## src/rtl/tiny16_pkg.sv

```systemverilog
// Shared tiny16 definitions: memory-owner encoding and burst-lock states.
package tiny16_pkg;

  localparam logic OWN_CPU = 1'b0;
  localparam logic OWN_EXT = 1'b1;

  typedef enum logic {
    LockUnlocked,
    LockLockedExt
  } lock_state_e;

endpackage

```

## src/rtl/mem_arbiter.sv

```systemverilog
// Single-port memory arbiter: CPU has fixed priority, the external master gets an
// anti-starvation override and a burst lock. Read data returns one cycle after grant.
module mem_arbiter
  import tiny16_pkg::*;
#(
  parameter int unsigned ADDR_W   = 16,
  parameter int unsigned DATA_W   = 16,
  parameter int unsigned MAX_WAIT = 4
) (
  input  logic              clk,
  input  logic              rst,
  input  logic              cpu_req,
  input  logic              cpu_we,
  input  logic [ADDR_W-1:0] cpu_addr,
  input  logic [DATA_W-1:0] cpu_wdata,
  output logic              cpu_gnt,
  output logic              cpu_rvalid,
  output logic [DATA_W-1:0] cpu_rdata,
  input  logic              ext_req,
  input  logic              ext_we,
  input  logic [ADDR_W-1:0] ext_addr,
  input  logic [DATA_W-1:0] ext_wdata,
  input  logic              ext_lock,
  output logic              ext_gnt,
  output logic              ext_rvalid,
  output logic [DATA_W-1:0] ext_rdata,
  output logic              mem_en,
  output logic              mem_we,
  output logic [ADDR_W-1:0] mem_addr,
  output logic [DATA_W-1:0] mem_wdata,
  input  logic [DATA_W-1:0] mem_rdata
);

  localparam logic [3:0] MaxWait = 4'(MAX_WAIT);

  lock_state_e lock_q, lock_d;
  logic [3:0]  wait_q, wait_d;
  logic        rd_valid_q, rd_valid_d;
  logic        rd_owner_q, rd_owner_d;
  logic        ext_prio;

  assign ext_prio = (lock_q == LockLockedExt) || (wait_q == MaxWait);

  always_ff @(posedge clk or posedge rst) begin
    if (rst) begin
      lock_q     <= LockUnlocked;
      wait_q     <= '0;
      rd_valid_q <= 1'b0;
      rd_owner_q <= OWN_CPU;
    end else begin
      lock_q     <= lock_d;
      wait_q     <= wait_d;
      rd_valid_q <= rd_valid_d;
      rd_owner_q <= rd_owner_d;
    end
  end

  always_comb begin
    lock_d = lock_q;
    unique case (lock_q)
      LockUnlocked:  if (ext_gnt && ext_lock) lock_d = LockLockedExt;
      LockLockedExt: if (!ext_lock) lock_d = LockUnlocked;
      default:       lock_d = LockUnlocked;
    endcase
  end

  always_comb begin
    wait_d = wait_q;
    if (!ext_req || ext_gnt) begin
      wait_d = '0;
    end else if (wait_q != MaxWait) begin
      wait_d = wait_q + 4'd1;
    end
  end

  // While locked the CPU is shut out even on idle cycles of the burst.
  always_comb begin
    cpu_gnt = 1'b0;
    ext_gnt = 1'b0;
    if (!rst) begin
      if (lock_q == LockLockedExt) begin
        ext_gnt = ext_req;
      end else if (ext_req && (ext_prio || !cpu_req)) begin
        ext_gnt = 1'b1;
      end else begin
        cpu_gnt = cpu_req;
      end
    end
  end

  always_comb begin
    mem_en    = cpu_gnt | ext_gnt;
    mem_we    = 1'b0;
    mem_addr  = '0;
    mem_wdata = '0;
    if (cpu_gnt) begin
      mem_we    = cpu_we;
      mem_addr  = cpu_addr;
      mem_wdata = cpu_wdata;
    end else if (ext_gnt) begin
      mem_we    = ext_we;
      mem_addr  = ext_addr;
      mem_wdata = ext_wdata;
    end
  end

  assign rd_valid_d = (cpu_gnt && !cpu_we) || (ext_gnt && !ext_we);
  assign rd_owner_d = ext_gnt ? OWN_EXT : OWN_CPU;

  always_comb begin
    cpu_rvalid = rd_valid_q && (rd_owner_q == OWN_CPU);
    ext_rvalid = rd_valid_q && (rd_owner_q == OWN_EXT);
    cpu_rdata  = cpu_rvalid ? mem_rdata : '0;
    ext_rdata  = ext_rvalid ? mem_rdata : '0;
  end

endmodule

```

## config.mk

```make
export PLATFORM = sky130hd
export DESIGN_NAME = mem_arbiter
export DESIGN_NICKNAME = d
export VERILOG_FILES = /design/src/rtl/tiny16_pkg.sv /design/src/rtl/mem_arbiter.sv
export SDC_FILE = /design/constraint.sdc
export NUM_CORES = 1
export LEC_CHECK = 0
export CORE_MARGIN = 10
export CORE_UTILIZATION = 30
export CTS_CLUSTER_DIAMETER = 100
export DETAILED_ROUTE_END_ITERATION = 10
export PLACE_DENSITY = 0.83
export SYNTH_ARGS = -nofsm -noshare
export SYNTH_HDL_FRONTEND = slang
export SYNTH_SLANG_ARGS = --single-unit
```

## constraint.sdc

```tcl
create_clock -name clk -period 2.2 [get_ports clk]
set_clock_uncertainty 0.05 [all_clocks]
set_input_delay 0.44 -clock clk [delete_from_list [all_inputs] [get_ports clk]]
set_output_delay 0.44 -clock clk [all_outputs]
set_load 0.005 [all_outputs]
```

Word-level counts from Yosys, hierarchy flattened. Index checks and enable logic that the tools add are counted.

Bits of input ports: 87. Register bits: 7. Word-level logic and storage cells: 45. Output and inout bits: 70.

Reductions and logical operators: 15. Add/sub/neg operators: 1. Equality and inequality tests: 2. Muxes and demuxes: 20. Bitwise gates (word level): 3.

Operators by type and width (count): 2-to-1 mux 16 bit (6); 2-to-1 mux 1 bit (11); 2-to-1 mux 4 bit (2); logical AND 1 bit (6); adder 4 x 1 -> 4 bit (second input constant) (1); equality test 4 x 3 -> 1 bit (second input constant) (1); logical NOT 1 bit (4); logical OR 1 bit (4); inequality test 4 x 3 -> 1 bit (second input constant) (1); inverter 1 bit (2); one-hot mux 1 bit (2 select lines) (1); nonzero test 2 bit (1); OR 1 bit (1).

Depth between registers and ports, before layout.
Word-level depth: 10. Depth in mapped cells: 6. Depth with buffers taken out: 5.

Least setup slack after synthesis. OpenSTA, ideal clock, no wires.

Path type: register -> output. From: register wait_q[0]. To: output port mem_addr[11]. Data required time: 1.710 ns. Stages on the path, launching flop included: 7. Path buffers: 1. Arrival: 1.376 ns. Slack: 0.334 ns. Cell sequence: dfrtp_1 -> inv_1 -> ha_1 -> and3b_4 -> o21ai_4 -> buf_6 -> o32ai_2.

Word-level cells in the longest chain between the ends: 9. Elaborated cells on any way between the ends: 12. Classes of those cells: eq/ne: 1; mux: 8; reduce/logical: 3.

RTL lines: start: declaration (RTL line mem_arbiter.sv:37) `logic [3:0] wait_q, wait_d;`; start signal: assignment (RTL line mem_arbiter.sv:52) `wait_q <= wait_d;`; equality test 4 x 3 -> 1 bit * (RTL line mem_arbiter.sv:42) `assign ext_prio = (lock_q == LockLockedExt) || (wait_q == MaxWait);`; logical OR 1 bit * (RTL line mem_arbiter.sv:42); logical OR 1 bit * (RTL line mem_arbiter.sv:83) `end else if (ext_req && (ext_prio || !cpu_req)) begin`; logical AND 1 bit * (RTL line mem_arbiter.sv:83); 2-to-1 mux 1 bit (RTL line mem_arbiter.sv:83); 2-to-1 mux 1 bit (RTL line mem_arbiter.sv:81) `if (lock_q == LockLockedExt) begin`; 2-to-1 mux 1 bit (RTL line mem_arbiter.sv:80) `if (!rst) begin`; 2-to-1 mux 16 bit (RTL line mem_arbiter.sv:100) `end else if (ext_gnt) begin`; 2-to-1 mux 16 bit * (RTL line mem_arbiter.sv:96) `if (cpu_gnt) begin`; end: declaration (RTL line mem_arbiter.sv:29) `output logic [ADDR_W-1:0] mem_addr,`.

Mark *: on every way between the ends. The rest lies on a longest branch, timed or not.

Worst setup path after layout.
From: register wait_q[0]. To: output port mem_addr[7].

The elaborated chain is that of the path after synthesis.

==> reports/results.tsv <==
metric	value	unit
status	complete, but fails checks	
failing checks	setup timing	
total power	0.9930	mW
reg2reg end	rd_valid_q$_DFF_PP0_	
relative slew slack	0.7783	
setup TNS	-1.449	ns
Hold Slack	0.2965	ns
final instance area	0.003506	mm²
Placed Cells incl. Taps	420	
Worst VDD drop	0.0001738	V
number of global-route vias before repair	2303	
leak pwr	1.647	nW
Tmin final	2.293	ns
syn_nets	277	
final wirelength	7641	µm
total global-route track usage	0.1705	
CTS tree	built	
Final Cycle Share	1.042	
Yosys Warn Count	0	
Final Max Tran Viols	0	
Sequential Power Share	0.144	
I/O pin count	157	
final setup violation count	33	
die footprint	0.008309	mm²
commonest register cell after synthesis	dfrtp_1	
nets	462	
layout cells sized above 1	0.3280	
Clock Sink Count	7	
final hold vios	0	
row cnt	25	
CP arrival	1.80	ns
max incr delay on CP	0.35	ns
most common cell after layout, fill and taps aside	clkdlybuf4s50_1	
Detailed Routing Iterations Pass 1	4	
WP data required	1.71	ns
Finished Core Util	0.7278	
CP Class	reg2out	
setup slack after layout	-0.09273	ns
Hold Path Class	in2async	
RSZ-0062 raised after global routing	yes	
gpl congestion	0.8362	
worst skew pair latency	0.23	ns
Die Ht	91.16	µm
Crit Path Max Fanout	6	
Root Driver	clkbuf_8	
Placed Instance Area	0.003331	mm²
crit end category	primary output	
die span in x	91.16	µm
commonest non-fill, non-tap cells in the layout	117 x clkdlybuf4s50_1, 34 x inv_1, 34 x buf_2	
I/O Buffers	156	
largest net degree at the start of global routing	23	
Worst-Margin Slew	0.3313	ns
ys async rst share	1.000	
r2r setup slk	0.45	ns
Avg Cell Area, Syn	8.080	µm²
Synth cell types	32	
Area Overhead vs Synth	130.8	%
wire per inst	17.41	µm
Starting Density	0.3153	
sequential element share of the synthesized area	0.1153	
R2R Path Start	wait_q[0]$_DFFE_PP0P_	
Power Density	283.2	mW/mm²
DR vias	2122	
DRC errors left	0	
initial antenna violation count	0	
fmax	0.4362	GHz
Max Cap Violations	0	
Internal Power	0.6701	mW
part of the power in the clock network	0.187	
hold buffer count at CTS	0	
number of cells on the worst reg-to-reg path	8	
Clk pin slew, worst setup/hold paths	0.04	ns
area of the mapped netlist	0.001519	mm²
critical path's slowest cell	dfrtp_1	
CTS H-tree lvls	1	
combinational power share	0.669	
antenna-violating nets left	0	
DR vias/cell	4.834	
hpwl dp	6225	µm
Critical Path, Cell by Cell	inv_2 > ha_4 > and3b_4 > o21ai_4 > buf_12 > buf_16 > o32ai_2 > buf_2	
Synth Register Bits	7	
Inserted Clock Buffers	3	
Starting DRT DRC Count	36	
switching pwr	0.3229	mW
non-filler cells, final	439	
EDFF count, synth	0	
Synth Instances	188	
Net Sw Frac	0.3252	
n_diodes	0	
pre-CTS setup slack	-0.5020	ns
first-pass GRT wire length	11880	µm
Clock Tree Buf Depth	2	
total grt overflow	0	
Core ar.	0.004817	mm²
CP startpoint kind	flop	
==> cells by family after synthesis <==
group	after synthesis	synth area share
DFF	7	0.1153
buffers and inverters	54	0.1647
and+or+nand+nor	79	0.2809
adders and majority gates	2	0.01647
muxes	1	0.006590
xor gates and xnor gates	1	0.005767
AOI/OAI and AO/OA	44	0.4102
==> layer usage <==
layer	vias up	GRT usage	wire, µm
met5	-	0	0
li1	1028	-	-
met4	0	0.04961	103
met2	130	0.3150	3843
met1	957	0.1724	2842
met3	7	0.06749	852
==> registers in the layout (all words and copies together), names as in the netlist <==
register,flops
wait_q,4
lock_q,1
rd_owner_q,1
rd_valid_q,1
==> synthesized netlist by cell type, drive strengths merged (2+ instances only) <==
library cell,number,area (µm²)
a21oi,2,10.01
o21ai,2,32.53
clkbuf,9,33.78
and3,17,107.6
nand2,33,123.9
and2,17,106.4
dfrtp,7,175.2
inv,36,135.1
a211oi,2,15.01
o32ai,34,534.3
buf,8,77.57
nand3,4,20.02
ha,2,25.02
==> layout make-up <==
class                      count  area, µm²
timing repair buffer         197       1909
fill                         391       1311
multi-input combinational    127       1154
sequential                     7      175.2
inverter                      37      138.9
tap                           67      83.83
clock buffer                   4      45.04
==> critical path: cells and delay by family (launching register included) <==
family | cells | cell delay, ns
flip-flops | 1 | 0.35
buffers and inverters | 4 | 0.48
AND/OR/NAND/NOR | 1 | 0.20
adder cells (fa/ha/maj) | 1 | 0.16
AO/OA/AOI/OAI | 2 | 0.38
==> how the worst max path moves through the flow <==
| stage | from | end | slack (ns) | cells after the start |
|---|---|---|---|---|
| 2_1_floorplan | wait_q[0]$_DFFE_PP0P_ | mem_addr[11] | 0.33 | 6 |
| 3_3_place_gp | cpu_req | mem_wdata[3] | -0.47 | 6 |
| 3_5_place_dp | cpu_req | mem_wdata[15] | -0.50 | 6 |
| 4_1_cts | wait_q[1]$_DFFE_PP0P_ | mem_wdata[1] | -0.18 | 9 |
| 5_1_grt | wait_q[0]$_DFFE_PP0P_ | mem_addr[13] | -0.19 | 8 |
| 6_report | wait_q[0]$_DFFE_PP0P_ | mem_addr[7] | -0.09 | 8 |
==> power groups by stage <==
stage | clock (mW) | combinational, mW | sequential (mW)
global placement | 0 | 0.606 | 0.143
global route | 0.198 | 0.713 | 0.145
finish | 0.185 | 0.665 | 0.143
detailed placement | 0 | 0.619 | 0.144
floorplan | 0 | 0.241 | 0.147
CTS | 0.188 | 0.661 | 0.143
==> what timing repair did <==
item                       CTS  global route
setup endpoints to repair   52            37
setup buffers                9             2
cloned                       4             2
gates resized for setup    154             4
pin swaps                    9             8
No activity file was read; power rests on OpenSTA's default activity.
